==> config.mk <==
export PLATFORM = sky130hd
export DESIGN_NAME = game_object_ctrl_flat
export DESIGN_NICKNAME = d
export VERILOG_FILES = /design/src/rtl/game_object_ctrl_if.sv /design/src/rtl/game_object_ctrl.sv /design/src/flat_wrapper.sv
export SDC_FILE = /design/constraint.sdc
export NUM_CORES = 1
export LEC_CHECK = 0
export BUFFER_PORTS_ARGS = -buffer_cell sky130_fd_sc_hd__buf_2
export CAP_MARGIN = 10
export CORE_MARGIN = 2
export CORE_UTILIZATION = 23
export CTS_CLUSTER_SIZE = 24
export DETAILED_ROUTE_END_ITERATION = 10
export GPL_TIMING_DRIVEN = 1
export HOLD_SLACK_MARGIN = 0.08
export PLACE_DENSITY = 0.4
export SLEW_MARGIN = 20
export SYNTH_ARGS = -nofsm -noshare
export SYNTH_HDL_FRONTEND = slang
export SYNTH_SLANG_ARGS = --single-unit
==> constraint.sdc <==
create_clock -name clock -period 3.8 [get_ports clock]
set_clock_uncertainty 0.05 [all_clocks]
set_input_delay 0.57 -clock clock [delete_from_list [all_inputs] [get_ports clock]]
set_output_delay 0.57 -clock clock [all_outputs]
set_load 0.01 [all_outputs]
==> src/rtl/game_object_ctrl_if.sv <==
// Frame-sync and game-state bus between the VGA front end and the game object controller.
interface game_object_ctrl_if;
  logic        vSync;
  logic        jump_btn;
  logic [9:0]  player_x;
  logic [9:0]  player_y;
  logic [9:0]  obs_x;
  logic [9:0]  obs_y;
  logic        frame_tick;
  logic        collision;
  logic [15:0] score;

  modport master (
    output vSync, jump_btn,
    input  player_x, player_y, obs_x, obs_y, frame_tick, collision, score
  );
  modport slave (
    input  vSync, jump_btn,
    output player_x, player_y, obs_x, obs_y, frame_tick, collision, score
  );
endinterface

==> src/rtl/game_object_ctrl.sv <==
// Player jump FSM, scrolling obstacle, AABB hit detect and score; updates once per frame.
// Optional GAME_SPEEDUP_EN: obstacle speed grows with score (saturates at 8 px/frame).
module game_object_ctrl #(
  parameter int PLAYER_X    = 200,
  parameter int GROUND_Y    = 200,
  parameter int JUMP_HEIGHT = 80,
  parameter int JUMP_STEP   = 4,
  parameter int OBS_Y       = 200,
  parameter int OBS_START   = 400,
  parameter int SCREEN_W    = 640,
  parameter int OBS_SPEED   = 3,
  parameter int PLAYER_W    = 16,
  parameter int PLAYER_H    = 16,
  parameter int OBS_W       = 16,
  parameter int OBS_H       = 16
) (
  input logic               clock,
  input logic               clear,
  game_object_ctrl_if.slave bus
);

  localparam logic [9:0] PX    = 10'(PLAYER_X);
  localparam logic [9:0] GND   = 10'(GROUND_Y);
  localparam logic [9:0] TOP_Y = 10'(GROUND_Y - JUMP_HEIGHT);
  localparam logic [9:0] STEP  = 10'(JUMP_STEP);
  localparam logic [9:0] OY    = 10'(OBS_Y);

  typedef enum logic [1:0] {GROUND, RISE, FALL, HIT} state_t;

  state_t      state, nxt_state;
  logic [9:0]  py, nxt_py, ox, nxt_ox, speed;
  logic [15:0] score, nxt_score;
  logic        vsync_q, tick, btn_s1, btn_s2, btn_s3, jump_pend;

  function automatic logic overlap(input logic [9:0] p_y, input logic [9:0] o_x);
    return ({1'b0, PX}  < {1'b0, o_x} + 11'(OBS_W))    &&
           ({1'b0, o_x} < {1'b0, PX}  + 11'(PLAYER_W)) &&
           ({1'b0, p_y} < {1'b0, OY}  + 11'(OBS_H))    &&
           ({1'b0, OY}  < {1'b0, p_y} + 11'(PLAYER_H));
  endfunction

`ifdef GAME_SPEEDUP_EN
  logic [13:0] speed_sum;
  always_comb begin
    speed_sum = 14'(OBS_SPEED) + {1'b0, score[15:3]};
    speed     = (speed_sum > 14'd8) ? 10'd8 : speed_sum[9:0];
  end
`else
  assign speed = 10'(OBS_SPEED);
`endif

  // Frame edge detect, button sync and pending-jump latch
  always_ff @(posedge clock) begin
    if (!clear) begin
      vsync_q   <= 1'b1;
      tick      <= 1'b0;
      btn_s1    <= 1'b0;
      btn_s2    <= 1'b0;
      btn_s3    <= 1'b0;
      jump_pend <= 1'b0;
    end else begin
      vsync_q <= bus.vSync;
      tick    <= vsync_q & ~bus.vSync;
      btn_s1  <= bus.jump_btn;
      btn_s2  <= btn_s1;
      btn_s3  <= btn_s2;
      if (tick)                 jump_pend <= 1'b0;
      else if (btn_s2 & ~btn_s3) jump_pend <= 1'b1;
    end
  end

  // State register: everything game-visible moves only on the frame tick
  always_ff @(posedge clock) begin
    if (!clear) begin
      state <= GROUND;
      py    <= GND;
      ox    <= 10'(OBS_START);
      score <= '0;
    end else if (tick) begin
      state <= nxt_state;
      py    <= nxt_py;
      ox    <= nxt_ox;
      score <= nxt_score;
    end
  end

  always_comb begin
    nxt_state = state;
    nxt_py    = py;
    nxt_ox    = ox;
    nxt_score = score;
    if (state == HIT) begin
      if (jump_pend) begin
        nxt_state = GROUND;
        nxt_py    = GND;
        nxt_ox    = 10'(OBS_START);
        nxt_score = '0;
      end
    end else begin
      case (state)
        GROUND: if (jump_pend) nxt_state = RISE;
        RISE: begin
          nxt_py = py - STEP;
          if (nxt_py <= TOP_Y) begin
            nxt_py    = TOP_Y;
            nxt_state = FALL;
          end
        end
        FALL: begin
          nxt_py = py + STEP;
          if (nxt_py >= GND) begin
            nxt_py    = GND;
            nxt_state = GROUND;
          end
        end
        default: nxt_state = state;
      endcase
      if (ox < speed) begin
        nxt_ox    = 10'(SCREEN_W);
        nxt_score = score + 16'd1;
      end else begin
        nxt_ox = ox - speed;
      end
      // Hit test uses the positions about to be drawn, so a wrap clears it
      if (overlap(nxt_py, nxt_ox)) nxt_state = HIT;
    end
  end

  always_comb begin
    bus.player_x   = PX;
    bus.player_y   = py;
    bus.obs_x      = ox;
    bus.obs_y      = OY;
    bus.frame_tick = tick;
    bus.collision  = (state == HIT);
    bus.score      = score;
  end

endmodule
==> src/flat_wrapper.sv <==
// flat-port wrapper written by rule: the top's interface ports become plain ports
module game_object_ctrl_flat 
#(
  parameter int PLAYER_X    = 200,
  parameter int GROUND_Y    = 200,
  parameter int JUMP_HEIGHT = 80,
  parameter int JUMP_STEP   = 4,
  parameter int OBS_Y       = 200,
  parameter int OBS_START   = 400,
  parameter int SCREEN_W    = 640,
  parameter int OBS_SPEED   = 3,
  parameter int PLAYER_W    = 16,
  parameter int PLAYER_H    = 16,
  parameter int OBS_W       = 16,
  parameter int OBS_H       = 16
)
  (clock, clear, bus_vSync, bus_jump_btn, bus_player_x, bus_player_y, bus_obs_x, bus_obs_y, bus_frame_tick, bus_collision, bus_score);
  game_object_ctrl_if bus_i ();
  input logic clock;
  input logic clear;
  input wire logic [$bits(bus_i.vSync)-1:0] bus_vSync;
  input wire logic [$bits(bus_i.jump_btn)-1:0] bus_jump_btn;
  output wire logic [$bits(bus_i.player_x)-1:0] bus_player_x;
  output wire logic [$bits(bus_i.player_y)-1:0] bus_player_y;
  output wire logic [$bits(bus_i.obs_x)-1:0] bus_obs_x;
  output wire logic [$bits(bus_i.obs_y)-1:0] bus_obs_y;
  output wire logic [$bits(bus_i.frame_tick)-1:0] bus_frame_tick;
  output wire logic [$bits(bus_i.collision)-1:0] bus_collision;
  output wire logic [$bits(bus_i.score)-1:0] bus_score;
  assign bus_i.vSync = bus_vSync;
  assign bus_i.jump_btn = bus_jump_btn;
  assign bus_player_x = bus_i.player_x;
  assign bus_player_y = bus_i.player_y;
  assign bus_obs_x = bus_i.obs_x;
  assign bus_obs_y = bus_i.obs_y;
  assign bus_frame_tick = bus_i.frame_tick;
  assign bus_collision = bus_i.collision;
  assign bus_score = bus_i.score;
  game_object_ctrl #(.PLAYER_X(PLAYER_X), .GROUND_Y(GROUND_Y), .JUMP_HEIGHT(JUMP_HEIGHT), .JUMP_STEP(JUMP_STEP), .OBS_Y(OBS_Y), .OBS_START(OBS_START), .SCREEN_W(SCREEN_W), .OBS_SPEED(OBS_SPEED), .PLAYER_W(PLAYER_W), .PLAYER_H(PLAYER_H), .OBS_W(OBS_W), .OBS_H(OBS_H)) u_core (.clock(clock), .clear(clear), .bus(bus_i));
endmodule
# After elaboration in Yosys (flattened, before gate mapping)

Index checks and enable logic that the tools add are counted.

Add/sub/neg operators: 6
$lt $le $gt $ge: 7
Eq/ne operators: 7
Muxes and demuxes: 20
Bitwise operators: 5
Reductions and logical operators: 10

Operators with widths:

| kind                                                                   | count |
|---|---|
| 10-bit two-way mux                                                     | 9 |
| 16-bit two-way mux                                                     | 3 |
| 10-bit by 5-bit adder with 11-bit output, second input constant        | 2 |
| 8-bit by 11-bit < comparator with 1-bit output, first input constant   | 2 |
| 10-bit by 8-bit < comparator with 1-bit output, second input constant  | 2 |
| 10-bit one-hot mux with 2 select lines                                 | 1 |
| 16-bit by 1-bit adder with 16-bit output, second input constant        | 1 |
| 2-bit two-way mux                                                      | 6 |
| 10-bit by 3-bit adder with 10-bit output, second input constant        | 1 |
| 10-bit by 8-bit >= comparator with 1-bit output, second input constant | 1 |
| 10-bit by 7-bit <= comparator with 1-bit output, second input constant | 1 |
| 10-bit by 2-bit < comparator with 1-bit output, second input constant  | 1 |
| 10-bit by 2-bit subtractor with 10-bit output, second input constant   | 1 |
| 10-bit by 3-bit subtractor with 10-bit output, second input constant   | 1 |
| 4-bit by 2-bit != test with 1-bit output, second input constant        | 2 |
| 2-bit one-hot mux with 3 select lines                                  | 1 |
| 6-bit AND reduction                                                    | 1 |
| 5-bit nonzero test                                                     | 1 |
| 2-bit == test, second input constant                                   | 2 |
| 1-bit logical AND                                                      | 3 |
| 3-bit by 1-bit != test with 1-bit output, second input constant        | 1 |
| 1-bit inverter                                                         | 3 |
| 3-bit AND reduction                                                    | 1 |
| 1-bit bitwise AND                                                      | 2 |
| other kinds (6)                                                        | 6 |

Register bits: 44
Input port bits: 4
Output and inout bits: 58
Logic and storage cells: 65

# Logic depth before layout (Yosys ltp)

Depth after elaboration: 10
Depth in mapped cells: 16
Mapped depth without buffers: 15

# Worst setup path before layout

OpenSTA, ideal clock, no wires.

Path type: flip-flop to flip-flop
Start point: reg u_core.py[2], in the netlist u_core.bus.player_y[2]
End point: reg u_core.state[1]
Library setup time: 0.076 ns
Arrival time: 3.367 ns
Data required time: 3.674 ns
Slack: 0.308 ns
Cell stages (with the launch flop): 16
Buffers on the path: 1
Period minus slack after synthesis: 3.492 ns
Cells stage by stage: dfxtp_1 > clkbuf_1 > inv_1 > ha_1 > o21bai_1 > a2111o_1 > a21bo_2 > a21oi_1 > and2_1 > inv_1 > ha_1 > a21oi_1 > nor3_2 > nand4_2 > or3_1 > a31oi_1

Word-level cells in the longest chain between the ends: 10
Elaborated cells between the ends (all ways): 20
Classes of those cells: add/sub (3); order compare (4); eq/ne (3); mux (6); reduce/logical (4)

Ends and longest elaborated chain:

| what                                                                                                                      | line                                             | source |
|---|---|---|
| from (decl)                                                                                                               | game_object_ctrl.sv:31                           | `logic [9:0] py, nxt_py, ox, nxt_ox, speed;` |
| from (signal assigned)                                                                                                    | game_object_ctrl.sv:81                           | `py <= nxt_py;` |
| 10-bit by 3-bit adder with 10-bit output / 10-bit by 3-bit subtractor with 10-bit output (equally long branches)          | game_object_ctrl.sv:110, game_object_ctrl.sv:103 |  |
| 10-bit by 8-bit >= comparator with 1-bit output / 10-bit by 7-bit <= comparator with 1-bit output (equally long branches) | game_object_ctrl.sv:111, game_object_ctrl.sv:104 |  |
| 10-bit two-way mux (on tied branches)                                                                                     | game_object_ctrl.sv:111, game_object_ctrl.sv:104 |  |
| 10-bit one-hot mux with 2 select lines                                                                                    | game_object_ctrl.sv:100                          | `case (state)` |
| 10-bit two-way mux                                                                                                        | game_object_ctrl.sv:92                           | `if (state == HIT) begin` |
| 10-bit by 5-bit adder with 11-bit output / 10-bit by 8-bit < comparator with 1-bit output (equally long branches)         | game_object_ctrl.sv:39, game_object_ctrl.sv:38   |  |
| 8-bit by 11-bit < comparator with 1-bit output / 1-bit logical AND (equally long branches)                                | game_object_ctrl.sv:39, game_object_ctrl.sv:37   |  |
| 1-bit logical AND                                                                                                         | game_object_ctrl.sv:38                           | `({1'b0, p_y} < {1'b0, OY} + 11'(OBS_H)) &&` |
| 4-bit by 2-bit != test with 1-bit output (no line), or another cell as far along                                          | n/a                                              |  |
| 6-bit AND reduction (no line) / 2-bit two-way mux (equally long branches)                                                 | n/a                                              |  |
| to (signal assigned)                                                                                                      | game_object_ctrl.sv:80                           | `state <= nxt_state;` |
| to (decl)                                                                                                                 | game_object_ctrl.sv:30                           | `state_t state, nxt_state;` |

Several ways; a longest one is shown, not always the timed one. The select of a mux whose other input is x is not followed.
A chain may end at the register's enable or synchronous reset.

# Worst setup path in the final report

Start point: reg u_core.ox[1], in the netlist u_core.bus.obs_x[1]
End point: reg u_core.state[1]

Word-level cells in the longest chain between the ends: 10
Elaborated cells between the ends (all ways): 17
Classes of those cells: add/sub (2); order compare (3); eq/ne (3); mux (4); reduce/logical (5)

Ends and longest elaborated chain:

| what                                                                                                                   | line                                             | source |
|---|---|---|
| from (decl)                                                                                                            | game_object_ctrl.sv:31                           |  |
| from (signal assigned)                                                                                                 | game_object_ctrl.sv:77                           | `ox <= 10'(OBS_START);` |
| from (signal assigned)                                                                                                 | game_object_ctrl.sv:82                           | `ox <= nxt_ox;` |
| 10-bit by 2-bit subtractor with 10-bit output / 10-bit by 2-bit < comparator with 1-bit output (equally long branches) | game_object_ctrl.sv:122, game_object_ctrl.sv:118 |  |
| 10-bit two-way mux (*)                                                                                                 | game_object_ctrl.sv:118                          | `if (ox < speed) begin` |
| 10-bit two-way mux (*)                                                                                                 | game_object_ctrl.sv:92                           |  |
| 10-bit by 5-bit adder with 11-bit output                                                                               | game_object_ctrl.sv:36                           | `return ({1'b0, PX} < {1'b0, o_x} + 11'(OBS_W)) &&` |
| 8-bit by 11-bit < comparator with 1-bit output                                                                         | game_object_ctrl.sv:36                           |  |
| 1-bit logical AND (*)                                                                                                  | game_object_ctrl.sv:36                           |  |
| 1-bit logical AND (*)                                                                                                  | game_object_ctrl.sv:37                           | `({1'b0, o_x} < {1'b0, PX} + 11'(PLAYER_W)) &&` |
| 1-bit logical AND (*)                                                                                                  | game_object_ctrl.sv:38                           |  |
| 4-bit by 2-bit != test with 1-bit output (no line), or another cell as far along                                       | n/a                                              |  |
| 6-bit AND reduction (no line) / 2-bit two-way mux (equally long branches)                                              | n/a                                              |  |

Every way passes the cells marked *; elsewhere a longest branch is shown, timed or not. The select of a mux whose other input is x is not followed.

==> results by group <==
Worst setup path
  – Critical path endpoint category: flop
  – Crit-path cells: ha_1 -> or4_4 -> nor4_4 -> nor2_1 -> ha_1 -> inv_1 -> a211oi_1 -> a311o_1 -> nand4b_1 -> nand4b_1 -> nor3_2 -> nand4_2 -> or3_1 -> a31oi_1
  – Startpoint class of the critical path: flop
  – Endpoint required time on the critical path: 3.98 ns
  – Delay of the slowest critical-path stage: 0.52 ns
  – Endpoint arrival time on the critical path: 3.60 ns
  – Start-to-end type of the worst setup path: reg -> reg
  – Critical-path maximum fanout: 9
  – Cell type of the slowest stage on the worst timing path: sky130_fd_sc_hd__or4_4

Timing
  – Final hold vios: 0
  – Post-route setup TNS: 0 ns
  – Final Setup Violations: 0
  – Ratio of final minimum period to clock period: 0.9016
  – Post-layout min period: 3.426 ns
  – Slew headroom: 0.5065
  – RSZ-0062 raised after global routing: no
  – Final slew viol count: 0
  – Transition at the pin with the smallest max-transition slack: 0.7402 ns
  – Maximum frequency from static timing analysis: 0.2919 GHz

Route
  – Count of TritonRoute iterations in the first routing pass: 4
  – Routed via count: 3267
  – DR iter-0 viols: 236
  – Count of unresolved DRC violations after routing: 0
  – Total detailed-routing wirelength: 9707 µm
  – Post-detailed-route wirelength per cell: 14.82 µm
  – Via density per instance: 4.988
  – ANT nets after route: 0

Placement
  – Routability-driven placement congestion ratio: 0.8936
  – IO buf count: 41
  – Placed insts: 647
  – Post-placement cell area: 3672 µm²
  – Dpl hpwl: 7135 µm

Power
  – Worst IR drop on VDD: 0.1530 mV
  – Static Leak: 0.001535 µW
  – PD cells: 307.3 nW/µm²

Floorplan
  – Cell row count: 43
  – Floorplan die height: 124.0 µm
  – IO Count: 62
  – Initial Utilization: 0.2369
  – Overall die area: 15380 µm²
  – Core outline area: 13990 µm²
  – Width of the die: 124.0 µm

Outcome
  – Status: complete, no violations

Synth
  – Count of flip-flops with a built-in enable after synthesis: 0
  – Most instantiated flip-flop cell in the synthesis netlist: sky130_fd_sc_hd__dfxtp_1
  – Per-instance average area after synthesis: 7.582 µm²
  – Post-synthesis sequential element count: 44
  – Synth warn: 0
  – Fraction of registers with async set/reset: 0
  – Gate Count Post-Synth: 437
  – Post-Synthesis Cell Area: 3313 µm²
  – Sequential cell area fraction in the yosys report: 0.2659
  – Number of distinct library cell variants in the gate-level netlist after synthesis: 76

GRT
  – Via count of the first global-routing pass: 2921
  – Overall routing resource usage: 0.1272
  – Wire length of the first global-routing pass: 15390 µm
  – Initial antenna violation count: 0
  – Largest net degree at the start of global routing: 19
  – Aggregate global routing overflow: 0

Clock tree
  – Clock Latency Late Sink: 0.30 ns
  – CTS Root Buffer Type: sky130_fd_sc_hd__clkbuf_16
  – Clock sink count: 44
  – Resized cells post-CTS: 0
  – Clock-pin slew on the worst setup and hold paths: 0.07 ns
  – Hold-fix buffer count after cts: 0
  – Htree depth: 2
  – TritonCTS buffer count: 5
  – CTS tree: done
  – Maximum clock insertion buffer count: 2
  – Post-CTS Setup Repair Bufs: 0

Job
  – # Max-Cap Violations: 0

Final layout
  – Utilization of the core after routing: 0.2749
  – Non-filler instance count after layout: 655
  – Area growth syn-to-layout: 16.05%
  – Finished layout cell area: 3845 µm²
  – Commonest non-fill, non-tap cell in the layout: sky130_fd_sc_hd__nor2_1
  – Highest-count cells in the layout ignoring fill and taps: sky130_fd_sc_hd__nor2_1 (61), sky130_fd_sc_hd__dfxtp_1 (44), sky130_fd_sc_hd__buf_2 (41)
  – Ratio of cells with drive above 1 in the final layout: 0.1621
  – Antenna Cells: 0
  – Final-stage net count: 492
  – Count of filler cells inserted in the layout: 1518

Worst hold path
  – HP Class: reg -> reg
## synthesized netlist by cell type (3+ instances only)
library cell | n | area (µm²)
sky130_fd_sc_hd__inv_1 | 18 | 67.56
sky130_fd_sc_hd__o32ai_1 | 3 | 26.28
sky130_fd_sc_hd__xnor2_1 | 5 | 43.79
sky130_fd_sc_hd__mux2i_1 | 3 | 30.03
sky130_fd_sc_hd__nand2_1 | 30 | 112.6
sky130_fd_sc_hd__a22oi_1 | 3 | 22.52
sky130_fd_sc_hd__xor2_1 | 11 | 96.34
sky130_fd_sc_hd__nor4_1 | 4 | 25.02
sky130_fd_sc_hd__nand4_1 | 13 | 81.33
sky130_fd_sc_hd__a41oi_1 | 3 | 26.28
sky130_fd_sc_hd__and2_1 | 7 | 43.79
sky130_fd_sc_hd__o21ai_0 | 13 | 65.06
sky130_fd_sc_hd__nor2_1 | 61 | 229.0
sky130_fd_sc_hd__a31oi_1 | 7 | 43.79
sky130_fd_sc_hd__nor3_1 | 11 | 55.05
sky130_fd_sc_hd__o21a_1 | 4 | 30.03
sky130_fd_sc_hd__o211ai_1 | 6 | 45.04
sky130_fd_sc_hd__buf_4 | 20 | 150.1
sky130_fd_sc_hd__dfxtp_1 | 44 | 880.8
sky130_fd_sc_hd__and3_1 | 6 | 37.54
sky130_fd_sc_hd__a21o_1 | 4 | 30.03
sky130_fd_sc_hd__or3_1 | 4 | 25.02
sky130_fd_sc_hd__nand3_1 | 18 | 90.09
sky130_fd_sc_hd__a21oi_1 | 33 | 165.2
sky130_fd_sc_hd__clkbuf_1 | 19 | 71.32
sky130_fd_sc_hd__nor2b_1 | 5 | 31.28
sky130_fd_sc_hd__ha_1 | 14 | 175.2
## registers in the layout (all words and copies together) (netlist names)
| register | flops |
|---|---|
| u_core.bus.score | 16 |
| u_core.bus.obs_x | 10 |
| u_core.bus.player_y | 10 |
| u_core.state | 2 |
| u_core.btn_s1 | 1 |
| u_core.btn_s2 | 1 |
| u_core.btn_s3 | 1 |
| u_core.bus.frame_tick | 1 |
| u_core.jump_pend | 1 |
| u_core.vsync_q | 1 |
## per-stage QoR
stage / hold WS [ns] / setup WS (ns) / total power [µW]
floorplan: 0.3436 / 0.3076 / 637.5
global placement: 0.3477 / 0.4697 / 674.5
detailed placement: 0.3522 / 0.3978 / 673.5
CTS: 0.3628 / 0.3731 / 1201
global route: 0.4066 / 0.03819 / 1237
finish: 0.3608 / 0.3738 / 1182
## cell type report
type                       count  area [µm²]  area share
clock buffer                   5       125.1     0.03254
clock inverter                 3       47.55     0.01237
inverter                      19       71.32     0.01855
multi-input combinational    347        2170      0.5643
sequential                    44       880.8      0.2291
tap                          180       225.2     0.05857
timing repair buffer          57       325.3     0.08461
## final timing paths
path	start	to	slack, ns	cells past startpoint
worst min register to register	u_core.vsync_q	u_core.bus.frame_tick	0.36	2
worst min-delay path	u_core.vsync_q	u_core.bus.frame_tick	0.36	2
worst max-delay path	u_core.bus.obs_x[1]	u_core.state[1]	0.37	14
worst max register to register	u_core.bus.obs_x[1]	u_core.state[1]	0.37	14
## kinds of logic (layout without fill, tap and decap cells)
kind of cell / Yosys count / after routing / share of synthesized area
fa+ha+maj: 14 / 14 / 0.05287
simple gates: 182 / 182 / 0.2851
other cells: 2 / 20 / 0.002267
xor+xnor: 16 / 16 / 0.04229
flops: 44 / 44 / 0.2659
mux: 3 / 3 / 0.009064
compound gates: 112 / 112 / 0.2417
buf+inv: 64 / 84 / 0.1008
## critical path, delay by kind of cell (launching register included)
kind / cells / cell delay (ns)
compound gates: 3 / 0.55
flops: 1 / 0.42
fa+ha+maj: 2 / 0.51
simple gates: 8 / 1.74
buf+inv: 1 / 0.07
## metal layers
| layer | global-route usage | wire [µm] | share of wire |
|---|---|---|---|
| met5 | 0 | 0 | 0 |
| met4 | 0.04073 | 127 | 0.013 |
| met3 | 0.02335 | 554 | 0.057 |
| met2 | 0.2112 | 4622 | 0.48 |
| met1 | 0.1665 | 4402 | 0.45 |
## power breakdown
part	leakage, µW	switching, µW	internal, µW
clock	0.0000840	205	313
combinational	0.00109	107	65.8
sequential	0.000357	20.2	471
total	0.00154	332	849
Note: power is estimated with default switching activity, not from simulation.
